## src/rtl/uart_alu_host.sv

```systemverilog
// -----------------------------------------------------------------------------
// uart_alu_host
//
// Host-side initiator for the UART ALU loopback test circuit. Sends a 3-byte
// command frame ({HDR,op}, a, b) through a byte-level uart_tx handshake, then
// waits (bounded by TIMEOUT_CYCLES) for the single result byte from uart_rx and
// compares it against the caller-supplied expected value.
//
// Handshake: a byte moves on every cycle where tx_valid && tx_ready are both
// high. Once raised, tx_valid stays high and tx_data stays stable until that
// transfer happens. rx_valid is a one-cycle strobe qualifying rx_data.
//
// Ports:
//   clk, rst_n          clock, asynchronous active-low reset
//   start               one-cycle request, accepted only in IDLE
//   op, a, b, expected  command fields and expected result (latched on start)
//   tx_data, tx_valid   byte stream towards uart_tx
//   tx_ready            uart_tx accepts a byte this cycle
//   rx_data, rx_valid   response byte from uart_rx
//   busy                high from the cycle after start accept until DONE exits
//   done                one-cycle completion pulse
//   pass, timeout       outcome, held until the next accepted start
//   result              received byte (0 on timeout)
//   pass_count,
//   fail_count          transaction statistics (0 unless UART_HOST_STATS_EN)
//   dbg_state           current FSM state, for debug and checkers
//
// Build option: define UART_HOST_STATS_EN to enable the saturating
// pass/fail transaction counters.
// -----------------------------------------------------------------------------
module uart_alu_host #(
    parameter int         TIMEOUT_CYCLES = 1000000,
    parameter logic [3:0] HDR            = 4'hA
) (
    input  logic        clk,
    input  logic        rst_n,
    input  logic        start,
    input  logic [3:0]  op,
    input  logic [7:0]  a,
    input  logic [7:0]  b,
    input  logic [7:0]  expected,
    output logic [7:0]  tx_data,
    output logic        tx_valid,
    input  logic        tx_ready,
    input  logic [7:0]  rx_data,
    input  logic        rx_valid,
    output logic        busy,
    output logic        done,
    output logic        pass,
    output logic        timeout,
    output logic [7:0]  result,
    output logic [15:0] pass_count,
    output logic [15:0] fail_count,
    output logic [2:0]  dbg_state
);

    localparam int            CW       = $clog2(TIMEOUT_CYCLES);
    localparam logic [CW-1:0] CNT_LAST = CW'(TIMEOUT_CYCLES - 1);

    localparam logic [2:0] S_IDLE     = 3'd0;
    localparam logic [2:0] S_SEND_OP  = 3'd1;
    localparam logic [2:0] S_SEND_A   = 3'd2;
    localparam logic [2:0] S_SEND_B   = 3'd3;
    localparam logic [2:0] S_WAIT_RSP = 3'd4;
    localparam logic [2:0] S_DONE     = 3'd5;

    logic [2:0]    state;
    logic [3:0]    op_q;
    logic [7:0]    a_q;
    logic [7:0]    b_q;
    logic [7:0]    exp_q;
    logic [CW-1:0] cnt;

    always_ff @(posedge clk or negedge rst_n) begin
        if (!rst_n) begin
            state   <= S_IDLE;
            op_q    <= '0;
            a_q     <= '0;
            b_q     <= '0;
            exp_q   <= '0;
            cnt     <= '0;
            pass    <= 1'b0;
            timeout <= 1'b0;
            result  <= '0;
        end else begin
            case (state)
                S_IDLE: begin
                    if (start) begin
                        op_q    <= op;
                        a_q     <= a;
                        b_q     <= b;
                        exp_q   <= expected;
                        pass    <= 1'b0;
                        timeout <= 1'b0;
                        result  <= '0;
                        state   <= S_SEND_OP;
                    end
                end
                S_SEND_OP: if (tx_ready) state <= S_SEND_A;
                S_SEND_A:  if (tx_ready) state <= S_SEND_B;
                S_SEND_B: begin
                    if (tx_ready) begin
                        cnt   <= '0;
                        state <= S_WAIT_RSP;
                    end
                end
                S_WAIT_RSP: begin
                    // A response arriving on the expiry cycle takes priority.
                    if (rx_valid) begin
                        result <= rx_data;
                        pass   <= (rx_data == exp_q);
                        state  <= S_DONE;
                    end else if (cnt == CNT_LAST) begin
                        timeout <= 1'b1;
                        pass    <= 1'b0;
                        result  <= '0;
                        state   <= S_DONE;
                    end else begin
                        cnt <= cnt + CW'(1);
                    end
                end
                S_DONE:  state <= S_IDLE;
                default: state <= S_IDLE;
            endcase
        end
    end

    always_comb begin
        tx_valid = 1'b0;
        tx_data  = 8'h00;
        case (state)
            S_SEND_OP: begin tx_valid = 1'b1; tx_data = {HDR, op_q}; end
            S_SEND_A:  begin tx_valid = 1'b1; tx_data = a_q;         end
            S_SEND_B:  begin tx_valid = 1'b1; tx_data = b_q;         end
            default:   begin tx_valid = 1'b0; tx_data = 8'h00;       end
        endcase
    end

    assign busy      = (state != S_IDLE);
    assign done      = (state == S_DONE);
    assign dbg_state = state;

`ifdef UART_HOST_STATS_EN
    // pass is already final while in DONE, so count on the done pulse.
    always_ff @(posedge clk or negedge rst_n) begin
        if (!rst_n) begin
            pass_count <= '0;
            fail_count <= '0;
        end else if (state == S_DONE) begin
            if (pass) begin
                if (pass_count != 16'hFFFF) pass_count <= pass_count + 16'd1;
            end else begin
                if (fail_count != 16'hFFFF) fail_count <= fail_count + 16'd1;
            end
        end
    end
`else
    assign pass_count = 16'h0000;
    assign fail_count = 16'h0000;
`endif

endmodule
```

## config.mk

```make
export PLATFORM = sky130hd
export DESIGN_NAME = uart_alu_host
export DESIGN_NICKNAME = d
export VERILOG_FILES = /design/src/rtl/uart_alu_host.sv
export SDC_FILE = /design/constraint.sdc
export NUM_CORES = 1
export LEC_CHECK = 0
export ABC_AREA = 1
export BUFFER_PORTS_ARGS = -buffer_cell sky130_fd_sc_hd__buf_2
export CAP_MARGIN = 30
export CORE_MARGIN = 4
export CORE_UTILIZATION = 45
export DETAILED_ROUTE_END_ITERATION = 16
export PLACE_DENSITY_LB_ADDON = 0.25
export SETUP_SLACK_MARGIN = 0.1
export SLEW_MARGIN = 20
export SYNTH_ARGS = -nofsm -noshare
export SYNTH_HDL_FRONTEND = slang
export SYNTH_SLANG_ARGS = --single-unit
```

## constraint.sdc

```tcl
create_clock -name clk -period 1.7 [get_ports clk]
set_input_delay 0.255 -clock clk [delete_from_list [all_inputs] [get_ports clk]]
set_output_delay 0.255 -clock clk [all_outputs]
set_load 0.02 [all_outputs]
```

### Word level (Yosys, flattened, before mapping)

Cells that the tools add are included.

| cells by class | value |
|---|---|
| $add $sub $neg | 1 |
| eq/ne operators | 15 |
| mux-type cells | 24 |
| reductions and logical operators | 10 |

Operators with widths:

| operator | number |
|---|---|
| 2-to-1 mux 20 bit | 3 |
| case mux 20 bit (2 select lines) | 1 |
| 2-to-1 mux 8 bit | 3 |
| case mux 8 bit (3 select lines) | 1 |
| adder 20 x 1 -> 20 bit, second input constant | 1 |
| == test 20 bit, second input constant | 1 |
| 2-to-1 mux 3 bit | 6 |
| case mux 8 bit (2 select lines) | 1 |
| case mux 3 bit (5 select lines) | 1 |
| inequality test 2 bit, second input constant | 7 |
| == test 8 bit | 1 |
| AND reduction 4 bit | 2 |
| == test 3 x 2 -> 1 bit, second input constant | 2 |
| == test 3 bit, second input constant | 2 |
| 2-to-1 mux 1 bit | 6 |
| AND reduction 5 bit | 1 |
| case mux 1 bit (2 select lines) | 2 |
| nonzero test 2 bit | 2 |
| == test 3 x 1 -> 1 bit, second input constant | 1 |
| logical NOT 3 bit | 1 |
| inequality test 3 bit, second input constant | 1 |
| AND reduction 3 bit | 1 |
| nonzero test 3 bit | 1 |
| OR reduction 3 bit | 1 |
| AND reduction 2 bit | 1 |

| storage, ports and cells | value |
|---|---|
| register bits after elaboration | 61 |
| output and inout port bits | 56 |

### Longest topological paths before layout

Gate-level depths: netlist (run 1).

| depth | value |
|---|---|
| word-level depth | 4 |
| gate-level depth with buffers | 11 |
| gate-level depth less buffers | 10 |

### Least setup slack after synthesis (run 1)

OpenSTA, ideal clock, no wires.

| timing path | value |
|---|---|
| path kind | reg2out |
| start | reg state[2] (netlist: dbg_state[2]) |
| end | out tx_data[5] |
| data arrival time | 1366 ps |
| setup slack | 79 ps |
| cell stages (with the launch flop) | 5 |
| path buffers | 0 |
| cell sequence | dfrtp_1 -> inv_2 -> nand3_1 -> inv_1 -> a221o_1 |

| on the way | value |
|---|---|
| word-level cells in the longest chain between the ends | 2 |

Ends and longest elaborated chain:

| what | RTL line | text |
|---|---|---|
| start, declared | 67 | `logic [2:0] state;` |
| start signal, assigned | 76 | `state <= S_IDLE;` |
| start signal, assigned | 96 | `state <= S_SEND_OP;` |
| start signal, assigned | 99 | `S_SEND_OP: if (tx_ready) state <= S_SEND_A;` |
| == test 3 x 2 -> 1 bit / == test 3 x 1 -> 1 bit (equally long branches) | 131 | `case (state)` |
| case mux 8 bit (3 select lines) (*) | 131 |  |
| end, declared | 42 | `output logic [7:0] tx_data,` |

Mark *: on every way between the ends. The rest lies on a longest branch, timed or not.

### Worst setup path in the final report (run 1)

| timing path | value |
|---|---|
| start | reg state[1] (netlist: dbg_state[1]) |
| end | out tx_data[5] |

The elaborated chain is that of the path after synthesis.

==> impl_metrics.py, run 1 <==
metrics = {
    "yosys": {
        "yosys_warnings": 0,
        "synth_edf_count": 0,
        "yosys.area.top_type": "dfrtp_1",
        "synth_top_area_frac": 0.425,
        "yosysUniqueCellTypes": 35,
        "ys_seq_elements": 61,
        "netlist_instances": 475,
        "netlist_area_um2": 3590,
        "async_flop_share": 1.00,
        "ys_seq_area_frac": 0.425,
        "avgSynthCellArea_um2": 7.56,
        "synthFlopType": "dfrtp_1",
        "netlist_top_cells_area": "dfrtp_1 43%, nand2_1 19%, buf_4 7.3%, nand3_1 5.3%, nor2_1 3.3%",
    },
    "clocking": {
        "clock_path_buffers": 2,
        "numCtsBuffers": 9,
        "cts_tree": "built",
        "cts_sinks": 61,
        "cts_htree_levels": 3,
        "clkLatencyLatePin_ps": 340,
        "clkTransAtPathRegs_ps": 70,
        "cts_root_buf": "clkbuf_8",
    },
    "die": {
        "die-width_um": 97.3,
        "initial_core_util": 0.465,
        "placementRows": 32,
        "pin_count": 97,
        "core_um2": 7730,
        "dieArea_um2": 9470,
        "die_y_um": 97.3,
    },
    "global_routing": {
        "first_global_vias": 3168,
        "grt_busiest_layer": "met2",
        "antenna_found_initial": 0,
        "grt_pass1_wl_um": 14300,
        "track_usage": 0.180,
        "globalRouteMet3Util": 0.0589,
        "grt_use_met1": 0.229,
        "met2_usage": 0.297,
        "grt_start_max_net_pins": 50,
        "overflow": 0,
    },
    "route": {
        "antenna_left": 0,
        "vias_per_cell": 4.78,
        "drtIter0Drc": 140,
        "firstDrtPassIters": 4,
        "wirelength_um": 8870,
        "wire_per_inst_um": 13.1,
        "via_count": 3244,
        "drc": 0,
    },
    "sta": {
        "rsz0062_at_grt": "true",
        "fmax_ghz": 0.554,
        "hold_viol": 0,
        "setup_viol": 19,
        "final_max_slew_viol_count": 0,
        "fin_worst_skew_ps": 7.87,
        "finalSetupTns_ps": -375,
        "setup_ws_ps": -105,
        "period_minus_slack_ps": 1800,
        "finalCritPeriodShare": 1.06,
    },
    "final_layout": {
        "drive_gt1_frac": 0.293,
        "fin_util": 0.587,
        "n_antenna_cell": 0,
        "area_delta_synth_final_pct": 26.4,
        "multi_input_area_um2": 1830,
        "nFillCells": 732,
        "nets": 614,
        "layout.area.seq_um2": 1530,
    },
    "worst_hold_path": {
        "whs_path_depth": 3,
        "hold_path_class": "input port to flop",
        "whs_endpoint": "b_q[0]$_DFFE_PN0P_",
        "min_from": "b[0]",
    },
    "placed_design": {
        "io_buffers": 64,
        "place_congestion": 0.907,
        "dp_hpwl_um": 5920,
    },
    "setup_path": {
        "crit_type": "flop to output pin",
        "worstPathMaxFanout": 6,
        "arrival_ps": 1550,
        "crit_required_ps": 1440,
        "r2r-end": "cnt[15]$_DFFE_PN0P_",
        "rr_worst_depth": 10,
        "cp-start-kind": "flop",
        "r2r_setup_slack_ps": -30,
        "regToRegStartpoint": "dbg_state[0]$_DFFE_PN0P_",
        "crit_path_end_kind": "output pin",
    },
    "job": {
        "max-cap-violations": 0,
    },
    "status": {
        "status": "finished, violations left",
        "violations": "negative setup slack",
    },
    "power": {
        "ir_drop_mv": 1.10,
        "power_density_nw_per_um2": 1500,
        "p_leak_nw": 2.25,
    },
}
==> registers in the layout (all words and copies together), names as in the netlist <==
register / cells
exp_q: 8
timeout: 1
a_q: 8
pass: 1
dbg_state: 3
op_q: 4
result: 8
cnt: 20
b_q: 8
==> how the worst max path moves through the flow <==
| stage | startpoint | to | slack [ps] |
|---|---|---|---|
| global placement | cnt[0]$_DFFE_PN0P_ | cnt[8]$_DFFE_PN0P_ | 100 |
| detailed placement | cnt[0]$_DFFE_PN0P_ | cnt[8]$_DFFE_PN0P_ | 60 |
| CTS | dbg_state[1]$_DFFE_PN0P_ | tx_data[5] | -100 |
| finish | dbg_state[1]$_DFFE_PN0P_ | tx_data[5] | -100 |
| global route | dbg_state[2]$_DFFE_PN0P_ | tx_data[5] | -150 |
| floorplan | dbg_state[0]$_DFFE_PN0P_ | exp_q[4]$_DFFE_PN0P_ | 100 |
==> cell type report <==
class	count	area share
tap	102	0.0281
multi-input combinational	370	0.404
sequential	61	0.337
timing repair buffer	97	0.159
clock buffer	11	0.0311
clock inverter	4	0.00551
timing repair inverter	3	0.00579
inverter	30	0.0287
==> placed cells by master (no fill, tap or decap), drive strengths merged <==
cell type	n
or2	5
clkinv	4
nand3	39
nor3	4
ha	1
nand2	191
inv	31
a21oi	1
conb	32
o31ai	2
dfrtp	61
buf	96
xor2	1
clkinvlp	2
o211ai	1
a22o	2
clkbuf	11
a221o	1
xnor2	8
o21bai	4
nand4	11
dlygate4sd3	1
a22oi	5
nor2	37
o21ai	25
==> worst max-delay path: stages, from the launching register on <==
cell     delay, ps
dfrtp_2        460
inv_2          100
nor3_4          50
buf_6          130
a221o_1        310
buf_4          160
==> stage by stage <==
| stage | hold WS [ps] | power (mW) | std cells | setup WS [ps] | cell area (um2) |
|---|---|---|---|---|---|
| after floorplan | -40.6 | 4.05 | 506 | 104 | 3710 |
| after global placement | 179 | 4.69 | 644 | 96.7 | 3990 |
| after detailed placement | 177 | 4.75 | 644 | 64.0 | 3990 |
| after CTS | 99.0 | 6.33 | 668 | -99.5 | 4310 |
| after global routing | 105 | 7.22 | 678 | -151 | 4540 |
| final | 115 | 6.79 | 678 | -105 | 4540 |
==> Yosys cell counts (all sizes together) (2+ instances only) <==
cell,count
nand4,11
nand3,39
inv,29
o21ai,25
nor2,37
or2,5
buf,44
nand2,191
a22oi,5
dfrtp,61
o31ai,2
o21bai,4
a22o,2
nor3,4
xnor2,8
==> repair_timing <==
item	CTS	global route
buffers inserted	6	7
resized for setup	27	38
endpoints found under the setup margin	25	71
endpoints found under the hold margin	12	0
hold buffers	1	0
gates cloned	2	3
pin swaps	1	5
==> per-layer routing <==
layer	vias to the layer above	routed length (um)
met5	-	0
met3	14	508
met4	0	137
met1	1506	3850
met2	78	4380
li1	1646	-
==> power breakdown <==
group	leakage [nW]	switching (mW)	internal (mW)	total (mW)
clock network	0.0812	0.590	0.556	1.15
logic	1.37	1.99	1.44	3.43
registers	0.799	0.322	1.90	2.22
==> kinds of logic after synthesis <==
group           synth area share
flops                      0.425
xor+xnor                  0.0220
fa+ha+maj                0.00348
other cells              0.00104
simple gates               0.342
buf+inv                    0.126
compound gates            0.0805
No activity file was read; power rests on OpenSTA's default activity.
==> run 2: changes to the inputs <==
PLACE_DENSITY = 0.7   (was not set)
PLACE_DENSITY_LB_ADDON = not set   (was 0.25)
==> impl_metrics.py, run 2 (synthesized netlist as in run 1, its figures left out) <==
metrics = {
    "setup_path": {
        "crit_required_ps": 1440,
        "path_buf_inv": 3,
        "cpMaxStageDelayCell": "dfrtp_2",
        "crit_path_end_kind": "output pin",
        "regToRegStartpoint": "dbg_state[1]$_DFFE_PN0P_",
        "r2r-end": "cnt[17]$_DFFE_PN0P_",
        "worstPathMaxFanout": 7,
        "arrival_ps": 1580,
        "crit_chain": "inv_2 -> nor3_2 -> buf_4 -> a221o_1 -> buf_6",
        "rr_worst_depth": 10,
        "slowest_delay_ps": 490,
        "cp-start-kind": "flop",
        "crit_family": "flip-flops",
        "r2r_setup_slack_ps": -80,
        "crit_type": "flop to output pin",
    },
    "final_layout": {
        "layout_commonest_cell": "nand2_1",
        "final_cell_mix": "177 x nand2_1, 57 x dfrtp_1, 53 x buf_2",
        "fin_util": 0.604,
        "n_antenna_cell": 0,
        "drive_gt1_frac": 0.302,
        "nets": 614,
        "fin_cells": 679,
        "regMostFlops": "cnt",
        "largest_register_ffs": 20,
        "area_delta_synth_final_pct": 30.0,
        "final_cell_area_um2": 4670,
        "nFillCells": 665,
    },
    "die": {
        "placementRows": 32,
        "dieArea_um2": 9470,
        "core_um2": 7730,
        "die_y_um": 97.3,
        "initial_core_util": 0.465,
        "pin_count": 97,
        "die-width_um": 97.3,
    },
    "worst_hold_path": {
        "hold_path_class": "input port to flop",
        "min_from": "op[0]",
        "whs_path_depth": 3,
        "whs_endpoint": "op_q[0]$_DFFE_PN0P_",
    },
    "status": {
        "violations": "negative setup slack",
        "status": "finished, violations left",
    },
    "sta": {
        "setup_ws_ps": -139,
        "whs_ps": 102,
        "fmax_ghz": 0.544,
        "finalCritPeriodShare": 1.08,
        "setup_viol": 29,
        "rsz0062_at_grt": "true",
        "final_max_slew_viol_count": 0,
        "hold_viol": 0,
        "finalSetupTns_ps": -1610,
        "fin_worst_skew_ps": 7.99,
        "period_minus_slack_ps": 1840,
    },
    "placed_design": {
        "dp_cells": 643,
        "place_area_um2": 3980,
        "dp_hpwl_um": 5910,
        "place_ws_ps": 76.2,
        "place_congestion": 0.940,
        "io_buffers": 64,
    },
    "route": {
        "drc": 0,
        "vias_per_cell": 4.79,
        "drtIter0Drc": 117,
        "firstDrtPassIters": 5,
        "wirelength_um": 9170,
        "via_count": 3255,
        "wire_per_inst_um": 13.5,
        "antenna_left": 0,
    },
    "clocking": {
        "clkLatencyLatePin_ps": 350,
        "cts_root_buf": "clkbuf_8",
        "cts_tree": "built",
        "cts_htree_levels": 3,
        "clock_path_buffers": 2,
        "numCtsBuffers": 9,
        "cts_sinks": 61,
        "clkTransAtPathRegs_ps": 80,
    },
    "global_routing": {
        "grt_pass1_wl_um": 14100,
        "globalRouteMet3Util": 0.0373,
        "met2_usage": 0.287,
        "grt_start_max_net_pins": 62,
        "first_global_vias": 3034,
        "track_usage": 0.179,
        "grt_busiest_layer": "met2",
        "overflow": 0,
        "antenna_found_initial": 0,
        "grt_use_met1": 0.235,
    },
    "power": {
        "design_power_total_mw": 7.14,
        "ir_drop_mv": 1.25,
        "power_density_nw_per_um2": 1530,
        "p_leak_nw": 2.30,
    },
    "job": {
        "max-cap-violations": 0,
    },
}
run 2: cell count changes in the layout (fill, tap and decap cells not counted), sizes merged:
cell    change
buf         -2
bufinv      +1
clkbuf      +3
inv         -1
run 2: worst max-delay path by stage:
stage / from / end / depth (start not counted)
final: dbg_state[0]$_DFFE_PN0P_ / tx_data[5] / 5
after global routing: dbg_state[1]$_DFFE_PN0P_ / cnt[15]$_DFFE_PN0P_ / 11
after CTS: dbg_state[0]$_DFFE_PN0P_ / tx_data[5] / 5
after detailed placement: dbg_state[0]$_DFFE_PN0P_ / result[6]$_DFFE_PN0P_ / 8
after global placement: dbg_state[0]$_DFFE_PN0P_ / pass$_DFFE_PN0P_ / 8
after floorplan: dbg_state[0]$_DFFE_PN0P_ / exp_q[4]$_DFFE_PN0P_ / 10
run 2: what timing repair did:
item                       4_1_cts  5_1_grt
gates cloned                     2        6
setup endpoints to repair       20       71
hold buffers                     1        0
gates resized for setup         39       35
hold endpoints to repair        61        0
pin swaps                        8       11
buffers inserted                 5        6
run 2: tightest hold or removal path: cells and delay by family:
kind          cells  cell delay [ps]
buf+inv           1               70
simple gates      2               90
run 2: final cells by class:
class,count,area [um2],area share
Tap cell,102,128,0.0273
Clock buffer,10,128,0.0273
Sequential cell,61,1530,0.328
Inverter,30,133,0.0284
Timing Repair inverter,1,11.3,0.00241
Timing Repair Buffer,99,830,0.178
Clock inverter,6,63.8,0.0137
Multi-Input combinational cell,370,1840,0.395
run 2: per-layer routing:
| metal | share of wire | wire length [um] |
|---|---|---|
| met5 | 0 | 0 |
| met4 | 0.024 | 221 |
| met3 | 0.058 | 531 |
| met2 | 0.49 | 4530 |
| met1 | 0.42 | 3890 |
run 2: report_power, final:
part           internal [mW]  switching, mW  total [mW]
Clock                  0.675          0.634        1.31
Combinational           1.59           2.02        3.61
Sequential              1.90          0.326        2.22
Total                   4.16           2.98        7.14
